--- config.mk ---
export PLATFORM = sky130hd
export DESIGN_NAME = if_stage
export DESIGN_NICKNAME = d
export VERILOG_FILES = /design/src/rtl/if_stage.sv
export SDC_FILE = /design/constraint.sdc
export NUM_CORES = 1
export LEC_CHECK = 0
export ABC_AREA = 1
export CORE_MARGIN = 3
export CORE_UTILIZATION = 49
export CTS_CLUSTER_SIZE = 40
export DETAILED_ROUTE_END_ITERATION = 12
export GPL_TIMING_DRIVEN = 1
export PLACE_DENSITY_LB_ADDON = 0.3
export SLEW_MARGIN = 15
export SYNTH_ARGS = -nofsm -noshare
export SYNTH_HDL_FRONTEND = slang
export SYNTH_SLANG_ARGS = --single-unit
--- constraint.sdc ---
create_clock -name clk -period 2.1 [get_ports clk]
set_input_delay 0.315 -clock clk [delete_from_list [all_inputs] [get_ports clk]]
set_output_delay 0.315 -clock clk [all_outputs]
set_load 0.02 [all_outputs]
--- src/rtl/if_stage.sv ---
// Instruction fetch stage: one outstanding fetch, a one-word skid buffer for stalls,
// and the IF/ID pipeline register with flush on redirect.
module if_stage (
  input  logic        clk,
  input  logic        rst_n,
  output logic        imem_req,
  output logic [63:0] imem_addr,
  input  logic        imem_ack,
  input  logic [31:0] imem_rdata,
  input  logic        stall,
  input  logic        redirect,
  input  logic [63:0] redirect_pc,
  output logic        ifid_valid,
  output logic [31:0] ifid_instr,
  output logic [63:0] ifid_pc,
  output logic [10:0] ifid_opcode
);

  localparam logic [1:0] ST_ISSUE = 2'd0;
  localparam logic [1:0] ST_WAIT  = 2'd1;
  localparam logic [1:0] ST_HOLD  = 2'd2;
  localparam logic [1:0] ST_DROP  = 2'd3;

  logic [1:0]  state_q, state_d;
  logic [63:0] pc_q, pc_d;
  logic [31:0] buf_q, buf_d;
  logic        valid_q, valid_d;
  logic [31:0] instr_q, instr_d;
  logic [63:0] ifpc_q, ifpc_d;
  logic        deliver;
  logic [31:0] word;

  always_comb begin
    state_d = state_q;
    pc_d    = pc_q;
    buf_d   = buf_q;
    valid_d = valid_q;
    instr_d = instr_q;
    ifpc_d  = ifpc_q;
    deliver = 1'b0;
    word    = imem_rdata;

    case (state_q)
      ST_ISSUE: state_d = redirect ? ST_DROP : ST_WAIT;
      ST_WAIT: begin
        if (imem_ack) begin
          if (redirect) begin
            state_d = ST_ISSUE;
          end else if (stall) begin
            buf_d   = imem_rdata;
            state_d = ST_HOLD;
          end else begin
            deliver = 1'b1;
            state_d = ST_ISSUE;
          end
        end else if (redirect) begin
          state_d = ST_DROP;
        end
      end
      ST_HOLD: begin
        if (redirect) begin
          state_d = ST_ISSUE;
        end else if (!stall) begin
          deliver = 1'b1;
          word    = buf_q;
          state_d = ST_ISSUE;
        end
      end
      // An ack landing together with a redirect still retires the dropped fetch,
      // otherwise DROP would wait forever for an ack that already came.
      ST_DROP: if (imem_ack) state_d = ST_ISSUE;
      default: state_d = ST_ISSUE;
    endcase

    if (redirect) begin
      pc_d    = {redirect_pc[63:2], 2'b00};
      buf_d   = '0;
      valid_d = 1'b0;
      instr_d = '0;
    end else if (deliver) begin
      valid_d = 1'b1;
      instr_d = word;
      ifpc_d  = pc_q;
      pc_d    = pc_q + 64'd4;
    end else if (!stall) begin
      valid_d = 1'b0;
      instr_d = '0;
    end
  end

  always_ff @(posedge clk or negedge rst_n) begin
    if (!rst_n) begin
      state_q <= ST_ISSUE;
      pc_q    <= '0;
      buf_q   <= '0;
      valid_q <= 1'b0;
      instr_q <= '0;
      ifpc_q  <= '0;
    end else begin
      state_q <= state_d;
      pc_q    <= pc_d;
      buf_q   <= buf_d;
      valid_q <= valid_d;
      instr_q <= instr_d;
      ifpc_q  <= ifpc_d;
    end
  end

  // Gated by rst_n so the request drops immediately when reset asserts.
  assign imem_req    = rst_n && (state_q == ST_ISSUE);
  assign imem_addr   = pc_q;
  assign ifid_valid  = valid_q;
  assign ifid_instr  = instr_q;
  assign ifid_pc     = ifpc_q;
  assign ifid_opcode = instr_q[31:21];

endmodule

==> flow_summary_export.csv, run 1 <==
group,metric,value,unit
global_route,antenna_found_initial,1,
die,dieArea,0.0229,mm2
sta,period_minus_slack,1.95,ns
global_route,grt_max_degree,100,
place,hpwlAfterDp,25.4,mm
synthesis,syn-cell-area,0.0104,mm2
global_route,grt_pass1_wl,53.7,mm
power,pwr-share-comb,40.6,%
final_layout,design_area,0.0139,mm2
routing,drt_first_pass_iters,6,
run,drv_cap,0,
worst_setup_path,reg2reg_slack,0.17,ns
final_layout,drive_above_1_share,5.44,%
worst_setup_path,r2r_cells,7,
worst_setup_path,reg2reg_from,"imem_addr[26]",
synthesis,ys_seq_area_share,46.1,%
power,p_int,0.00883,W
routing,ant_nets,0,
worst_setup_path,critical_path.cell_chain,"clkdlybuf4s50_1",
cts,htreeDepth,4,
place,portBuffers,267,
worst_setup_path,r2r-end,"imem_addr[40]",
die,io_pins,274,
synthesis,synth_cell_types,34,
worst_setup_path,crit_family,"buffers and inverters",
worst_setup_path,crit_fanout,5,
final_layout,syn2layout_area_growth,34.6,%
worst_setup_path,required,1.78,ns
sta,setup_ws,0.147,ns
die,coreArea,0.0205,mm2
power,clkPwrFrac,22.3,%
power,power,0.0147,W
final_layout,final_common_cell,"nand2_1",
cts,clkSinkCount,191,
place,pre_cts_slack,0.0405,ns
cts,cts_buffer_depth,2,
worst_setup_path,critical-path-slowest-cell,"clkdlybuf4s50_1",
die,rows,52,
final_layout,final_cell_mix,"392 x nand2_1, 264 x clkdlybuf4s50_1, 226 x nor2_1, 191 x dfrtp_1, 188 x o21ai_0",
worst_setup_path,cp.arrival,1.64,ns
synthesis,ys_seq_elements,191,
sta,tns,0,ns
global_route,grt.overflow.total,0,
sta,finalSetupViolCount,0,
synthesis,synth_top_cell_by_area,"dfrtp_1",
routing,routed_wl,34.5,mm
sta,rsz0062_at_grt,"no",
synthesis,avgSynthCellArea,7.24,um2
sta,finalHoldViolations,0,
cts,cts_tree,"built",
sta,fin_crit_sh,93.0,%
sta,drv_slew,0,
place,routabilityCongestion,0.964,
die,start_util,50.5,%
sta,fmaxAchievable,0.512,GHz
power,ir_drop,0.689,mV
final_layout,finalNetCount,1785,
outcome,status,"completed",
sta,slew_headroom,53.0,%
power,swShare,39.9,%
worst_setup_path,crit_path_end_kind,"output pin",
power,power_density,1050,mW/mm2
worst_setup_path,slowest_delay,0.71,ns
routing,wl_per_cell,17.6,um
routing,drt-initial-drc-count,963,
cts,cts_root_buf,"clkbuf_16",
worst_setup_path,start_kind,"flop",
sta,skew,0.0127,ns
global_route,grt.total_usage,30.1,%
die,die_w,151,um
synthesis,syn_inst,1431,
synthesis,ys_warn_count,0,
cts,clock_latency,0.45,ns
die,die-height,151,um
power,p_leak,6.28,nW
worst_setup_path,critical_path_class,"reg2out",
min_path,hp-class,"in2async",
place,post_dp_cell_area,0.0133,mm2
routing,drc_errors,0,
sta,worst_pin_slew,0.705,ns
cts,clk_pin_slew,0.08,ns
power,seq_power_share,37.1,%
synthesis,synth_area_leaders,"dfrtp_1 46%, nand2_1 14%, o21ai_0 9.1%",
routing,vias_per_cell,5.42,
global_route,grt_pass1_vias,10084,
worst_setup_path,path_buf_inv,1,
worst_setup_path,crit_start,"imem_addr[20]",
cts,cts_made_buffers,17,
power,p_sw,0.00588,W
routing,num_vias,10630,
synthesis,synth_top_area_share,46.1,%
==> kinds of logic after synthesis <==
logic type      after synthesis  synth area share, %
buf+inv                     227                 9.43
compound gates              248                 12.8
other cells                   1               0.0362
simple gates                748                 30.0
fa+ha+maj                     6                0.725
xor+xnor                      9                0.761
mux                           1               0.0966
flops                       191                 46.1
==> state kept, by name, summed over array words and instances, names as in the netlist <==
name        flops
ifid_pc        62
imem_addr      62
buf_q          32
ifid_instr     32
state_q         2
ifid_valid      1
==> synthesized netlist by cell type (all sizes together) <==
master  number
a21oi        3
buf         50
clkbuf      25
clkinv       1
conb         1
dfrtp      191
ha           6
inv        151
mux2i        1
nand2      399
nand3       73
nand3b      23
nand4       14
nor2       237
nor3         1
o211ai       8
o21ai      196
o21bai       8
o221ai       1
o22ai       32
or2          1
xnor2        2
xor2         7
==> layer usage <==
layer	part of all wire, %	GRT usage, %	vias up
li1	-	-	5040
met4	3.0	11.2	2
met3	8.0	4.67	70
met1	43	42.5	5033
met2	46	47.0	485
met5	0.032	0	-
==> worst register-to-register path, cell delays in order (launching register included) <==
cell and delay [ns]:
dfrtp_1 0.50, nand2_1 0.11, nor2_1 0.33, nand2_1 0.20, nor2_2 0.29, nand2_1 0.14
o21ai_1 0.15, nand3b_1 0.10
==> how the worst max path moves through the flow <==
stage                    end  slack (ns)  cells after the start
6_report       imem_addr[20]        0.15                      1
5_1_grt        imem_addr[24]        0.04                     10
4_1_cts        imem_addr[23]        0.13                     10
3_5_place_dp   imem_addr[23]        0.04                      9
3_3_place_gp   imem_addr[24]        0.06                      9
2_1_floorplan  imem_addr[42]        0.49                      8
==> metrics by stage <==
stage,util [%],instances,hold WS (ns)
after floorplan,-,1434,0.0194
after global placement,65.0,1927,0.127
after detailed placement,65.0,1927,0.127
after CTS,67.9,1960,0.220
after global routing,68.0,1961,0.217
final,68.0,1962,0.224
==> area by class of cell <==
class                      count  area [um2]
tap                          270         338
clock inverter                15         170
antenna                        1        2.50
clock buffer                  17         425
timing repair buffer         300        3020
sequential                   191        4780
fill                        1755        6550
inverter                     152         574
multi-input combinational   1016        4630
==> power groups by stage <==
| stage | Sequential [W] | Clock [W] | Combinational, W |
|---|---|---|---|
| CTS | 0.00545 | 0.00330 | 0.00598 |
| detailed placement | 0.00550 | 0 | 0.00595 |
| finish | 0.00546 | 0.00328 | 0.00597 |
| floorplan | 0.00640 | 0 | 0.00212 |
| global route | 0.00557 | 0.00346 | 0.00651 |
| global placement | 0.00548 | 0 | 0.00584 |
==> what timing repair did <==
action / CTS / global route
hold buffers: 1 / 0
buffers inserted: 0 / 1
gates resized for setup: 1 / 5
gates cloned: 0 / 0
pin swaps: 0 / 0
endpoints found under the hold margin: 49 / 0
setup endpoints to repair: 1 / 20
Power figures use the tool's default switching activity.
==> inputs of run 2 (changes only) <==
--- a/config.mk
+++ b/config.mk
@@ -11,6 +11,7 @@
 export CTS_CLUSTER_SIZE = 40
 export DETAILED_ROUTE_END_ITERATION = 12
 export GPL_TIMING_DRIVEN = 1
+export HOLD_SLACK_MARGIN = 0.05
 export PLACE_DENSITY_LB_ADDON = 0.3
 export SLEW_MARGIN = 15
 export SYNTH_ARGS = -nofsm -noshare
==> results of run 2 <==
Final layout, timing and power as in run 1 (identical DEF).
==> inputs of run 3 (changes only) <==
--- a/config.mk
+++ b/config.mk
@@ -11,7 +11,7 @@
 export CTS_CLUSTER_SIZE = 40
 export DETAILED_ROUTE_END_ITERATION = 12
 export GPL_TIMING_DRIVEN = 1
-export HOLD_SLACK_MARGIN = 0.05
+export HOLD_SLACK_MARGIN = 0.03
 export PLACE_DENSITY_LB_ADDON = 0.3
 export SLEW_MARGIN = 15
 export SYNTH_ARGS = -nofsm -noshare
==> results of run 3 <==
Final layout, timing and power as in run 1 (identical DEF).
